File: src/rtl/cnt_stream_pkg.sv
// Shared types for the counter-whitened stream decoder.
package cnt_stream_pkg;

   typedef enum logic {SEEK, RUN} dec_state_t;

   localparam int DATA_W_DEF = 8;

   typedef logic [DATA_W_DEF-1:0] byte_t;

endpackage

File: src/rtl/cnt_stream_fifo.sv
// Synchronous FIFO with occupancy counter; head data reads as zero while empty.
// A push into a full FIFO is accepted only when a pop happens in the same cycle.
module cnt_stream_fifo #(
   parameter int DEPTH  = 4,
   parameter int DATA_W = 8
) (
   input  logic              clk,
   input  logic              rst_n,
   input  logic              clr,
   input  logic              push,
   input  logic [DATA_W-1:0] push_data,
   input  logic              pop,
   output logic [DATA_W-1:0] pop_data,
   output logic              full,
   output logic              empty
);

   localparam int AW = $clog2(DEPTH);

   logic [DATA_W-1:0] mem [DEPTH];
   logic [AW-1:0]     wr_ptr;
   logic [AW-1:0]     rd_ptr;
   logic [AW:0]       used;
   logic              do_push;
   logic              do_pop;

   assign full     = (used == (AW+1)'(DEPTH));
   assign empty    = (used == '0);
   assign do_pop   = pop & ~empty & ~clr;
   assign do_push  = push & (~full | do_pop) & ~clr;
   assign pop_data = empty ? '0 : mem[rd_ptr];

   always_ff @(posedge clk or negedge rst_n) begin
      if (!rst_n) begin
         wr_ptr <= '0;
         rd_ptr <= '0;
         used   <= '0;
      end else if (clr) begin
         wr_ptr <= '0;
         rd_ptr <= '0;
         used   <= '0;
      end else begin
         if (do_push) wr_ptr <= wr_ptr + 1'b1;
         if (do_pop)  rd_ptr <= rd_ptr + 1'b1;
         case ({do_push, do_pop})
            2'b10:   used <= used + 1'b1;
            2'b01:   used <= used - 1'b1;
            default: used <= used;
         endcase
      end
   end

   // NOTE: storage is not reset; stale entries are never visible because
   // pop_data is forced to zero while the FIFO is empty.
   always_ff @(posedge clk) begin
      if (do_push) mem[wr_ptr] <= push_data;
   end

endmodule

File: src/rtl/cnt_stream_decoder.sv
// Counter-whitened stream decoder: removes the running count and buffers payload.
// Optional drop statistics counter enabled by CNT_STREAM_DECODER_STATS_EN.
module cnt_stream_decoder
   import cnt_stream_pkg::*;
#(
   parameter int DATA_W = DATA_W_DEF,
   parameter int DEPTH  = 4
) (
   input  logic              clk,
   input  logic              rst_n,
   input  logic [DATA_W-1:0] in_data,
   input  logic              in_valid,
   input  logic              in_sync,
   input  logic              clr,
   output logic [DATA_W-1:0] out_data,
   output logic              out_valid,
   input  logic              out_ready,
   output logic              locked,
`ifdef CNT_STREAM_DECODER_STATS_EN
   output logic [15:0]       drop_cnt,
`endif
   output logic              ovf
);

   dec_state_t        state;
   logic [DATA_W-1:0] count;
   logic              accept;
   logic              is_run;
   logic              push;
   logic [DATA_W-1:0] push_data;
   logic              fifo_full;
   logic              fifo_empty;
   logic              ovf_drop;

   assign accept    = in_valid & ~clr;
   assign is_run    = (state == RUN);
   assign push      = accept & (is_run | in_sync);
   assign push_data = in_sync ? in_data : in_data - count;
   // Full means non-empty, so only a missing out_ready can cause a drop.
   assign ovf_drop  = push & fifo_full & ~out_ready;
   assign out_valid = ~fifo_empty;
   assign locked    = is_run;

   cnt_stream_fifo #(
      .DEPTH  (DEPTH),
      .DATA_W (DATA_W)
   ) u_fifo (
      .clk       (clk),
      .rst_n     (rst_n),
      .clr       (clr),
      .push      (push),
      .push_data (push_data),
      .pop       (out_ready),
      .pop_data  (out_data),
      .full      (fifo_full),
      .empty     (fifo_empty)
   );

   always_ff @(posedge clk or negedge rst_n) begin
      if (!rst_n) begin
         state <= SEEK;
         count <= '0;
         ovf   <= 1'b0;
      end else if (clr) begin
         state <= SEEK;
         count <= '0;
         ovf   <= 1'b0;
      end else begin
         if (accept && in_sync) begin
            state <= RUN;
            count <= DATA_W'(1);
         end else if (accept && is_run) begin
            count <= count + 1'b1;
         end
         if (ovf_drop) ovf <= 1'b1;
      end
   end

`ifdef CNT_STREAM_DECODER_STATS_EN
   logic seek_drop;

   assign seek_drop = accept & ~is_run & ~in_sync;

   always_ff @(posedge clk or negedge rst_n) begin
      if (!rst_n) begin
         drop_cnt <= '0;
      end else if (clr) begin
         drop_cnt <= '0;
      end else if ((seek_drop || ovf_drop) && drop_cnt != 16'hFFFF) begin
         drop_cnt <= drop_cnt + 1'b1;
      end
   end
`endif

endmodule

File: config.mk
export PLATFORM = sky130hd
export DESIGN_NAME = cnt_stream_decoder
export DESIGN_NICKNAME = d
export VERILOG_FILES = /design/src/rtl/cnt_stream_pkg.sv /design/src/rtl/cnt_stream_fifo.sv /design/src/rtl/cnt_stream_decoder.sv
export SDC_FILE = /design/constraint.sdc
export NUM_CORES = 1
export LEC_CHECK = 0
export CAP_MARGIN = 20
export CORE_MARGIN = 2
export CORE_UTILIZATION = 53
export CTS_BUF_LIST = sky130_fd_sc_hd__clkbuf_8
export DETAILED_ROUTE_END_ITERATION = 10
export GPL_ROUTABILITY_DRIVEN = 0
export PLACE_DENSITY = 0.78
export SYNTH_ARGS = -nofsm -noshare
export SYNTH_HDL_FRONTEND = slang
export SYNTH_SLANG_ARGS = --single-unit
File: constraint.sdc
create_clock -name clk -period 1.9 [get_ports clk]
set_input_delay 0.19 -clock clk [delete_from_list [all_inputs] [get_ports clk]]
set_output_delay 0.19 -clock clk [all_outputs]
set_load 0.01 [all_outputs]
==> results.txt, run 1 <==
----------------------------------------------------
[Logic synthesis]
  Post-synth EDFFs ... 32
  Net count of the mapped netlist ... 250
  Mapped Cells ... 222
  Sequential element share of the synthesized area ... 52.24%
  Post-synthesis instance area ... 2654 µm²
  Asr flop ratio synth ... 34.69%
  Flops & latches, synth ... 49
  Main flop type after synthesis ... sky130_fd_sc_hd__edfxtp_1
  Count of warnings emitted by yosys ... 0
  Post-Synthesis Mean Instance Area ... 11.95 µm²
  Number of distinct library cell variants in the gate-level netlist after synthesis ... 52

[Cells and area]
  Antenna Diode Count ... 0
  Fraction of layout instances using a drive strength above 1 ... 31.01%
  Filler Cell Count ... 317
  Total area of multi-input combinational cells ... 1274 µm²
  Leading cell types in the layout, fill and taps excluded ... sky130_fd_sc_hd__buf_4 (39), sky130_fd_sc_hd__edfxtp_1 (32), sky130_fd_sc_hd__nor2_1 (20)
  P&R area growth vs syn ... 29.70%
  Most common cell after layout, fill and taps aside ... sky130_fd_sc_hd__buf_4
  Register area ... 1386 µm²
  Post-route cell area ... 3442 µm²
  Final Net Count ... 314
  Non-filler instance count after layout ... 354

[Worst hold path]
  Worst hold path class ... input port to asynchronous set/reset pin

[Pwr]
  Switching power ... 0.8439 mW
  Sequential group share of total power ... 41.1%
  Clk network pwr share ... 23.8%
  Sw Ratio ... 28.14%
  Total power per unit cell area ... 871.2 nW/µm²
  LEAKAGE ... 1.351 nW
  Worst-case vdd ir drop ... 0.0005446 V
  Combinational cell fraction of total power ... 35.1%
  Internal power contribution ... 2.155 mW

[Floorplan]
  Starting density of the core ... 55.45%
  Chip width ... 74.76 µm
  Core area ... 4786 µm²
  Num rows ... 25
  Die outline area ... 5589 µm²
  Height of the chip ... 74.76 µm
  Number of primary I/O pins ... 25

[Timing]
  Slew margin rel. ... 69.83%
  Final period demand of the worst path ... 1883 ps
  Actual transition at the worst max-transition pin ... 452.6 ps
  Fmax achieved ... 0.5311 GHz
  Count of pins over their slew limit ... 0
  Final period utilization ... 99.09%
  Final hold violation count ... 0
  Unrepaired setup endpoints after global routing ... true
  Final clock skew ... 3.912 ps
  Setup TNS ... 0 ps
  Setup violation total in the final timing report ... 0

[Place]
  Post-detailed-placement cell area ... 3257 µm²
  Post-detailed-placement half-perimeter wirelength ... 3.773 mm
  Number of input and output port buffers inserted ... 24
  Post-placement cell count ... 341

[Route]
  Total via count after detailed routing ... 1,936
  Post-route DRC violation count ... 0
  Antenna Violating Nets Remaining ... 0
  Via count normalized by instance count ... 5.469
  Post-Route WL ... 5.163 mm
  Average wire per cell in the routed design ... 14.58 µm
  Iteration count of the initial detailed-routing pass ... 4
  Initial drt markers ... 127

[CTS]
  Number of clock buffers inserted by TritonCTS ... 5
  Maximum clock insertion buffer count ... 2
  H-tree depth ... 2
  Clock latency of the later-clocked register in the worst-skew pair ... 300 ps
  Clock Root Buffer ... sky130_fd_sc_hd__clkbuf_8
  Count of clock tree sinks ... 49
  CTS Hold Buffers Added ... 0
  Clock input transition at the sequential cells of the worst setup and hold paths ... 80 ps
  Clock tree from TritonCTS ... built

[GRT]
  Largest net degree at the start of global routing ... 29
  Most utilized layer in the global route result ... met2
  Grt ovf ... 0
  Number of antenna violations at the first check in global routing ... 0
  Aggregate global-route resource usage ... 20.22%
  Wire length of the first global-routing pass ... 8.307 mm
  Met2 track demand over resource ... 34.91%
  Met1 global-route usage ... 25.80%
  Via count of the first global-routing pass ... 1,800
  Met3 Usage GRT ... 4.418%

[Status]
  Result of the run ... finished clean

[Critical path]
  Worst R2R Setup Slack ... 20 ps
  Worst-case reg-to-reg path depth ... 7
  Slowest library cell on the worst path ... sky130_fd_sc_hd__clkdlybuf4s50_1
  Cell-by-cell trace of the critical path ... clkdlybuf4s50_1 > ha_4 > nor2b_4 > o31a_1 > o21a_1 > o21a_1 > o31ai_4
  Data required time of the critical path ... 2020 ps
  Kind of launch point of the worst setup path ... input port
  Maximum single-stage delay on the critical path ... 570 ps
  CP endpoint kind ... flip-flop
  CP Max Fanout ... 4
  Kind of critical path ... input port to flip-flop
  Most prevalent standard cell on the critical path ... sky130_fd_sc_hd__o21a_1
  Critical path data arrival time ... 2000 ps

[Run]
  Max-cap violations ... 0

----------------------------------------------------
flip-flops by register name (all words and copies together) (netlist names):
name           flops
count              8
locked             1
ovf                1
u_fifo.mem        32
u_fifo.rd_ptr      2
u_fifo.used        3
u_fifo.wr_ptr      2
repair_timing:
action | in CTS | in global routing
resized for setup | 45 | 11
gates cloned | 1 | 0
setup endpoints to repair | 17 | 25
setup buffers | 4 | 2
pin swaps | 5 | 9
cell type report:
cell class	count	area share, %
Inverter	11	1.200
Clock inverter	3	1.091
Sequential cell	49	40.28
Timing Repair Buffer	67	15.99
Clock buffer	5	1.999
Tap cell	67	2.435
Multi-Input combinational cell	152	37.00
cell families after synthesis:
logic type	synth area share, %
compound gates	12.35
flops	52.24
xor+xnor	1.320
fa+ha+maj	7.166
mux	8.816
buf+inv	3.206
simple gates	14.90
routing by layer:
metal | wire length [µm] | share of wire [%]
met3 | 168 | 3.3
met2 | 2659 | 52
met5 | 0 | 0
met1 | 2268 | 44
met4 | 66 | 1.3
cell usage after synthesis, drive strengths merged, types with 3 or more instances:
cell     instances  area [µm²]
or3              3       18.77
mux2i            3       42.54
a21oi           10       50.05
clkbuf           6       22.52
nor3             7       35.03
o21a             6       45.04
edfxtp          32       960.9
nor2b            3       18.77
nand4            3       25.02
a2bb2oi          3       26.28
o31ai            3       22.52
o21ai           10       53.80
dfrtp           17       425.4
and2            12       75.07
inv             11       41.29
mux4             8       180.2
ha              12       150.1
nor2            21       81.33
nand3            3       15.01
xor2             3       26.28
buf              4       21.27
nand2           13       48.80
metrics by stage:
step	total power, mW	hold WS [ps]	setup slack (ps)	utilization (%)
2_1_floorplan	1.838	-105.6	19.92	-
3_3_place_gp	2.316	482.2	-343.6	68.05
3_5_place_dp	2.334	500.8	-400.8	68.05
4_1_cts	3.076	200.8	-6.845	71.61
5_1_grt	3.159	223.9	-79.36	71.92
6_report	2.999	199.5	17.27	71.92
power groups by stage:
stage	Combinational, mW	Clock (mW)	Sequential [mW]
finish	1.05	0.714	1.23
global route	1.16	0.761	1.24
CTS	1.12	0.726	1.23
detailed placement	1.08	0	1.25
global placement	1.06	0	1.25
floorplan	0.576	0	1.26
worst paths after layout:
| check | startpoint | endpoint |
|---|---|---|
| max | in_data[1] | u_fifo.mem[2][5]$_DFFE_PP_ |
| min | rst_n | u_fifo.used[2]$_DFFE_PN0P_ |
| max reg2reg | count[0]$_DFFE_PN0P_ | u_fifo.mem[1][4]$_DFFE_PP_ |
| min reg2reg | ovf$_DFFE_PN0P_ | ovf$_DFFE_PN0P_ |
| max in group asynchronous | rst_n | count[2]$_DFFE_PN0P_ |
| min in group clk | in_data[0] | u_fifo.mem[2][0]$_DFFE_PP_ |
critical path: cells and delay by family:
family	cells	cell delay, ps
adder cells (fa/ha/maj)	1	230
AND/OR/NAND/NOR	1	120
AO/OA/AOI/OAI	4	890
buffers and inverters	1	570
Note: power is estimated with default switching activity, not from simulation.
==> run 2: changes to the inputs <==
--- a/config.mk
+++ b/config.mk
@@ -7,11 +7,11 @@
 export LEC_CHECK = 0
 export CAP_MARGIN = 20
 export CORE_MARGIN = 2
-export CORE_UTILIZATION = 53
+export CORE_UTILIZATION = 59
 export CTS_BUF_LIST = sky130_fd_sc_hd__clkbuf_8
 export DETAILED_ROUTE_END_ITERATION = 10
 export GPL_ROUTABILITY_DRIVEN = 0
-export PLACE_DENSITY = 0.78
+export PLACE_DENSITY = 0.82
 export SYNTH_ARGS = -nofsm -noshare
 export SYNTH_HDL_FRONTEND = slang
 export SYNTH_SLANG_ARGS = --single-unit
==> constraint.sdc (replaced) <==
create_clock -name clk -period 2.03 [get_ports clk]
set_input_delay 0.203 -clock clk [delete_from_list [all_inputs] [get_ports clk]]
set_output_delay 0.203 -clock clk [all_outputs]
set_load 0.01 [all_outputs]
==> results.txt, run 2 (synthesis results as in run 1) <==
----------------------------------------------------
[Cells and area]
  Post-route cell area ... 3302 µm² (-4.1%)
  Fraction of layout instances using a drive strength above 1 ... 23.47% (-7.5 points)
  Leading cell types in the layout, fill and taps excluded ... sky130_fd_sc_hd__buf_4 (32), sky130_fd_sc_hd__edfxtp_1 (32), sky130_fd_sc_hd__nor2_1 (20)
  Top reg by flops ... u_fifo.mem
  P&R area growth vs syn ... 24.42%
  Registers with the most flip-flops ... u_fifo.mem x32, count x8, u_fifo.used x3
  Antenna Diode Count ... 0 (unchanged)
  Number of flip-flops in the largest register ... 32 (unchanged)
  Final Net Count ... 304 (-3.2%)
  Filler Cell Count ... 279 (-12%)

[Timing]
  Final clock skew ... 7.289 ps (+3.377 ps)
  Actual transition at the worst max-transition pin ... 445.0 ps (-7.621 ps)
  Unrepaired setup endpoints after global routing ... true
  Setup violation total in the final timing report ... 0 (unchanged)
  Final hold violation count ... 0 (unchanged)
  Slew margin rel. ... 70.33% (+0.51 points)
  Final period demand of the worst path ... 2014 ps
  Fmax achieved ... 0.4964 GHz
  Worst Setup Slack, final ... 15.65 ps (-1.616 ps)
  Worst hold slack across all endpoints ... 203.3 ps (+3.805 ps)
  Count of pins over their slew limit ... 0 (unchanged)
  Final period utilization ... 99.23%

[GRT]
  Most utilized layer in the global route result ... met2
  Via count of the first global-routing pass ... 1,918 (+6.6%)
  Largest net degree at the start of global routing ... 29 (unchanged)
  Number of antenna violations at the first check in global routing ... 0 (unchanged)
  Met1 global-route usage ... 27.92% (+2.1 points)
  Aggregate global-route resource usage ... 22.50% (+2.3 points)
  Met3 Usage GRT ... 4.701% (+0.28 points)
  Met2 track demand over resource ... 38.94% (+4.0 points)
  Grt ovf ... 0 (unchanged)
  Wire length of the first global-routing pass ... 8.735 mm (+5.2%)

[CTS]
  Count of clock tree sinks ... 49 (unchanged)
  CTS Hold Buffers Added ... 0 (unchanged)
  Clock latency of the later-clocked register in the worst-skew pair ... 310 ps (about the same)
  Maximum clock insertion buffer count ... 2 (unchanged)
  Clock tree from TritonCTS ... built
  H-tree depth ... 2 (unchanged)
  Clock input transition at the sequential cells of the worst setup and hold paths ... 90 ps (about the same)
  Clock Root Buffer ... sky130_fd_sc_hd__clkbuf_8
  Number of clock buffers inserted by TritonCTS ... 5 (unchanged)

[Route]
  Initial drt markers ... 126 (-0.79%)
  Average wire per cell in the routed design ... 16.16 µm (+11%)
  Via count normalized by instance count ... 5.830 (+6.6%)
  Iteration count of the initial detailed-routing pass ... 4 (unchanged)
  Post-route DRC violation count ... 0 (unchanged)
  Antenna Violating Nets Remaining ... 0 (unchanged)
  Total via count after detailed routing ... 1,918 (-0.93%)
  Post-Route WL ... 5.315 mm (+2.9%)

[Critical path]
  Slowest library cell on the worst path ... sky130_fd_sc_hd__clkdlybuf4s50_1
  Critical path data arrival time ... 2100 ps (+100 ps)
  Cell-by-cell trace of the critical path ... clkdlybuf4s50_1 > inv_1 > ha_2 > fa_2 > nor2b_2 > o31a_1 > o21ai_1 > o311ai_2
  Largest delay share family, worst path ... compound AO/OA/AOI/OAI gates
  CP endpoint kind ... flip-flop
  Buffers plus inverters on the worst setup path ... 2 (+1)
  Maximum single-stage delay on the critical path ... 480 ps (-90 ps)
  Kind of launch point of the worst setup path ... input port
  Data required time of the critical path ... 2110 ps (+90 ps)
  Kind of critical path ... input port to flip-flop
  CP Max Fanout ... 4 (unchanged)

[Floorplan]
  Starting density of the core ... 60.95% (+5.5 points)
  Number of primary I/O pins ... 25 (unchanged)
  Core area ... 4354 µm² (-9.0%)
  Num rows ... 24 (-4.0%)
  Chip width ... 71.07 µm (-4.9%)
  Height of the chip ... 71.07 µm (-4.9%)
  Die outline area ... 5050 µm² (-9.6%)

[Worst hold path]
  Worst hold path class ... input port to asynchronous set/reset pin

[Place]
  Post-detailed-placement cell area ... 3146 µm² (-3.4%)
  Number of input and output port buffers inserted ... 24 (unchanged)
  Post-detailed-placement half-perimeter wirelength ... 3.886 mm (+3.0%)
  Placement-stage worst setup slack ... -458.9 ps (-58.08 ps)

[Status]
  Result of the run ... finished clean

[Pwr]
  LEAKAGE ... 1.289 nW (-4.6%)
  Worst-case vdd ir drop ... 0.0006604 V (+21%)
  Total chip power ... 2.689 mW (-10%)
  Total power per unit cell area ... 814.4 nW/µm² (-6.5%)

[Run]
  Max-cap violations ... 0 (unchanged)

----------------------------------------------------
-- run 2: path summary, 6_finish.rpt --
check                                     start                      endpoint  slack [ps]  depth (start not counted)
min in group clk                ovf$_DFFE_PN0P_               ovf$_DFFE_PN0P_         520                          2
min                                       rst_n  u_fifo.rd_ptr[0]$_DFFE_PN0P_         200                          2
max in group asynchronous                 rst_n          count[5]$_DFFE_PN0P_        1630                          2
max reg2reg                count[1]$_DFFE_PN0P_    u_fifo.mem[2][7]$_DFFE_PP_          30                          7
min reg2reg                     ovf$_DFFE_PN0P_               ovf$_DFFE_PN0P_         520                          2
max                                  in_data[0]    u_fifo.mem[2][6]$_DFFE_PP_          20                          8
-- run 2: cell type report --
cell class | count | area [µm²] | share of cell area (%)
clock buffers | 5 | 68.82 | 2.084
clock inverters | 3 | 21.27 | 0.6442
inverters | 11 | 41.29 | 1.250
multi-input cells | 152 | 1221 | 36.98
flip-flops and latches | 49 | 1386 | 41.99
well taps | 52 | 65.06 | 1.970
repair buffers | 57 | 498.0 | 15.08
-- run 2: what timing repair did --
item / 4_1_cts / 5_1_grt
buffers inserted: 0 / 4
endpoints found under the setup margin: 12 / 25
pin swaps: 0 / 3
resized for setup: 9 / 13
-- run 2: report_power, final --
group          switching, mW  internal (mW)
logic                  0.421          0.515
registers             0.0417           1.12
clock network          0.342          0.245
total                  0.805           1.88
-- run 2: per-layer routing --
metal | part of all wire (%) | up-vias
li1 | - | 940
met1 | 42 | 921
met2 | 52 | 51
met3 | 4.8 | 6
met4 | 1.1 | 0
met5 | 0 | -
-- run 2: metrics by stage --
stage | TNS (ps) | std cells | util [%]
floorplan | 0 | 222 | -
global placement | -3512 | 317 | 72.24
detailed placement | -5104 | 317 | 72.24
CTS | 0 | 325 | 74.25
global route | -400.6 | 329 | 75.83
finish | 0 | 329 | 75.83
-- run 2: worst register-to-register path, stage by stage, from the launching register on --
cell and delay, ps:
sky130_fd_sc_hd__dfrtp_1 420, sky130_fd_sc_hd__inv_1 60, sky130_fd_sc_hd__ha_1 270, sky130_fd_sc_hd__nor2b_4 130, sky130_fd_sc_hd__o31a_1 260, sky130_fd_sc_hd__buf_4 160, sky130_fd_sc_hd__o221ai_2 180, sky130_fd_sc_hd__nand4b_1 220
==> run 3: changes to the inputs <==
--- a/config.mk
+++ b/config.mk
@@ -6,7 +6,6 @@
 export NUM_CORES = 1
 export LEC_CHECK = 0
 export CAP_MARGIN = 20
-export CORE_MARGIN = 2
 export CORE_UTILIZATION = 59
 export CTS_BUF_LIST = sky130_fd_sc_hd__clkbuf_8
 export DETAILED_ROUTE_END_ITERATION = 10
==> results.txt, run 3 (synthesis results as in run 1) <==
----------------------------------------------------
[Route]
  Post-route DRC violation count ... 0 (unchanged)
  Post-Route WL ... 5.349 mm (+0.64%)
  Via count normalized by instance count ... 5.812 (-0.31%)
  Average wire per cell in the routed design ... 16.26 µm (+0.64%)
  Antenna Violating Nets Remaining ... 0 (unchanged)
  Initial drt markers ... 129 (+2.4%)
  Total via count after detailed routing ... 1,912 (-0.31%)
  Iteration count of the initial detailed-routing pass ... 4 (unchanged)

[Cells and area]
  Fraction of layout instances using a drive strength above 1 ... 23.10% (-0.36 points)
  Register area ... 1388 µm² (about the same)
  Registers with the most flip-flops ... u_fifo.mem x32, count x8, u_fifo.used x3
  Post-route cell area ... 3319 µm² (+0.53%)
  Total area of multi-input combinational cells ... 1222 µm² (+0.10%)
  Final Net Count ... 304 (unchanged)
  Top reg by flops ... u_fifo.mem
  Non-filler instance count after layout ... 329 (unchanged)
  P&R area growth vs syn ... 25.08%
  Filler Cell Count ... 273 (-2.2%)
  Leading cell types in the layout, fill and taps excluded ... sky130_fd_sc_hd__edfxtp_1 (32), sky130_fd_sc_hd__buf_4 (31), sky130_fd_sc_hd__nor2_1 (20)
  Most common cell after layout, fill and taps aside ... sky130_fd_sc_hd__edfxtp_1
  Antenna Diode Count ... 0 (unchanged)
  Number of flip-flops in the largest register ... 32 (unchanged)

[GRT]
  Aggregate global-route resource usage ... 23.50% (+1.0 points)
  Largest net degree at the start of global routing ... 29 (unchanged)
  Grt ovf ... 0 (unchanged)
  Via count of the first global-routing pass ... 1,876 (-2.2%)
  Wire length of the first global-routing pass ... 8.776 mm (+0.47%)
  Number of antenna violations at the first check in global routing ... 0 (unchanged)

[Timing]
  Worst Setup Slack, final ... 39.29 ps (+23.64 ps)
  Setup TNS ... 0 ps (unchanged)
  Final period demand of the worst path ... 1991 ps (-23.64 ps)
  Slew margin rel. ... 69.32% (-1.0 points)
  Final period utilization ... 98.06% (-1.2 points)
  Unrepaired setup endpoints after global routing ... true
  Fmax achieved ... 0.5023 GHz (+1.2%)
  Final hold violation count ... 0 (unchanged)
  Count of pins over their slew limit ... 0 (unchanged)
  Setup violation total in the final timing report ... 0 (unchanged)
  Final clock skew ... 7.812 ps (+0.5228 ps)
  Actual transition at the worst max-transition pin ... 455.4 ps (+10.47 ps)

[Floorplan]
  Die outline area ... 4770 µm² (-5.5%)
  Core area ... 4324 µm² (-0.69%)
  Starting density of the core ... 61.37% (+0.42 points)
  Num rows ... 24 (unchanged)
  Chip width ... 69.07 µm (-2.8%)
  Height of the chip ... 69.07 µm (-2.8%)
  Number of primary I/O pins ... 25 (unchanged)

[Critical path]
  Slowest library cell on the worst path ... sky130_fd_sc_hd__dfrtp_1
  Cell-by-cell trace of the critical path ... inv_1 > ha_1 > nor2b_1 > o31a_1 > o21a_1 > nor3_1 > o31ai_2 > buf_4
  Worst-case reg-to-reg path depth ... 8 (+1)
  CP Max Fanout ... 4 (unchanged)
  Kind of critical path ... flip-flop to flip-flop
  Kind of launch point of the worst setup path ... flip-flop
  Worst R2R Setup Slack ... 40 ps (about the same)
  Launch point of the worst reg-to-reg path ... count[1]$_DFFE_PN0P_
  Maximum single-stage delay on the critical path ... 380 ps (-100 ps)
  Capturing instance or port of the critical path ... u_fifo.mem[2][5]$_DFFE_PP_
  R2R Path End ... u_fifo.mem[2][5]$_DFFE_PP_
  Crit path launch ... count[1]$_DFFE_PN0P_
  CP endpoint kind ... flip-flop
  Critical path data arrival time ... 2050 ps (-50 ps)
  Data required time of the critical path ... 2090 ps (-20 ps)

[Place]
  Post-placement cell count ... 317 (unchanged)
  Post-detailed-placement cell area ... 3146 µm² (unchanged)
  Post-detailed-placement half-perimeter wirelength ... 3.865 mm (-0.52%)
  Number of input and output port buffers inserted ... 24 (unchanged)
  Placement-stage worst setup slack ... -436.7 ps (+22.24 ps)

[Pwr]
  Total power per unit cell area ... 824.4 nW/µm² (+1.2%)
  LEAKAGE ... 1.267 nW (-1.7%)
  Worst-case vdd ir drop ... 0.0005954 V (-9.8%)
  Total chip power ... 2.737 mW (+1.8%)

[CTS]
  Maximum clock insertion buffer count ... 2 (unchanged)
  H-tree depth ... 2 (unchanged)
  Clock Root Buffer ... sky130_fd_sc_hd__clkbuf_8
  Clock input transition at the sequential cells of the worst setup and hold paths ... 90 ps (about the same)
  Count of clock tree sinks ... 49 (unchanged)
  Clock tree from TritonCTS ... built
  Number of clock buffers inserted by TritonCTS ... 5 (unchanged)
  Clock latency of the later-clocked register in the worst-skew pair ... 300 ps (about the same)
  CTS Hold Buffers Added ... 0 (unchanged)

[Worst hold path]
  Worst hold path class ... input port to asynchronous set/reset pin

[Status]
  Result of the run ... finished clean

[Run]
  Max-cap violations ... 0 (unchanged)

----------------------------------------------------
==> run 3: cell count changes in the layout (fill, tap and decap cells not counted), sizes merged <==
cell and change:
clkdlybuf4s15 +3, dlygate4sd2 -2, buf -1, clkbuf +1
clkinv -1, clkinvlp +1, dlymetal6s2s -1
==> run 3: how the worst min path moves through the flow <==
stage / from / endpoint / slack, ps / cells after the start
2_1_floorplan: rst_n / count[0]$_DFFE_PN0P_ / -90 / 0
3_3_place_gp: ovf$_DFFE_PN0P_ / ovf$_DFFE_PN0P_ / 490 / 2
3_5_place_dp: ovf$_DFFE_PN0P_ / ovf$_DFFE_PN0P_ / 530 / 2
4_1_cts: rst_n / u_fifo.rd_ptr[1]$_DFFE_PN0P_ / 220 / 2
5_1_grt: rst_n / u_fifo.rd_ptr[1]$_DFFE_PN0P_ / 240 / 2
6_report: rst_n / u_fifo.rd_ptr[1]$_DFFE_PN0P_ / 220 / 2
==> run 3: cell type report <==
cell class / count / area share, %
sequential: 49 / 41.80
multi-input combinational: 152 / 36.83
timing repair buffer: 57 / 15.53
clock buffer: 5 / 2.073
tap: 52 / 1.960
inverter: 11 / 1.244
clock inverter: 3 / 0.5654
==> run 3: power breakdown <==
group	switching, mW	internal, mW	leakage, nW
registers	0.0503	1.13	0.522
clock network	0.333	0.238	0.0416
logic	0.440	0.549	0.703
total	0.822	1.91	1.27
==> run 3: worst max-delay path, delay by kind of cell, from the launching register on <==
| kind | cells | cell delay [ps] |
|---|---|---|
| buffers and inverters | 2 | 210 |
| adder cells (fa/ha/maj) | 1 | 280 |
| AO/OA/AOI/OAI | 3 | 550 |
| flip-flops | 1 | 380 |
| AND/OR/NAND/NOR | 2 | 320 |
==> run 3: routing by layer <==
metal	global-route usage [%]	part of all wire (%)	vias up
li1	-	-	932
met1	30.28	43	936
met2	40.56	53	40
met3	4.825	3.0	4
met4	6.122	0.71	0
met5	0	0	-
==> run 3: stage by stage <==
step | hold WS [ps] | util [%]
after floorplan | -92.59 | -
after global placement | 486.3 | 72.74
after global routing | 243.2 | 76.77
after detailed placement | 526.6 | 72.74
final | 216.7 | 76.77
after CTS | 222.0 | 74.86
==> run 3: timing repair <==
| action | CTS | global route |
|---|---|---|
| endpoints found under the hold margin | 0 | 0 |
| buffers inserted | 1 | 2 |
| cloned | 0 | 1 |
| setup endpoints to repair | 17 | 20 |
| pin swaps | 0 | 5 |
| resized for setup | 10 | 15 |
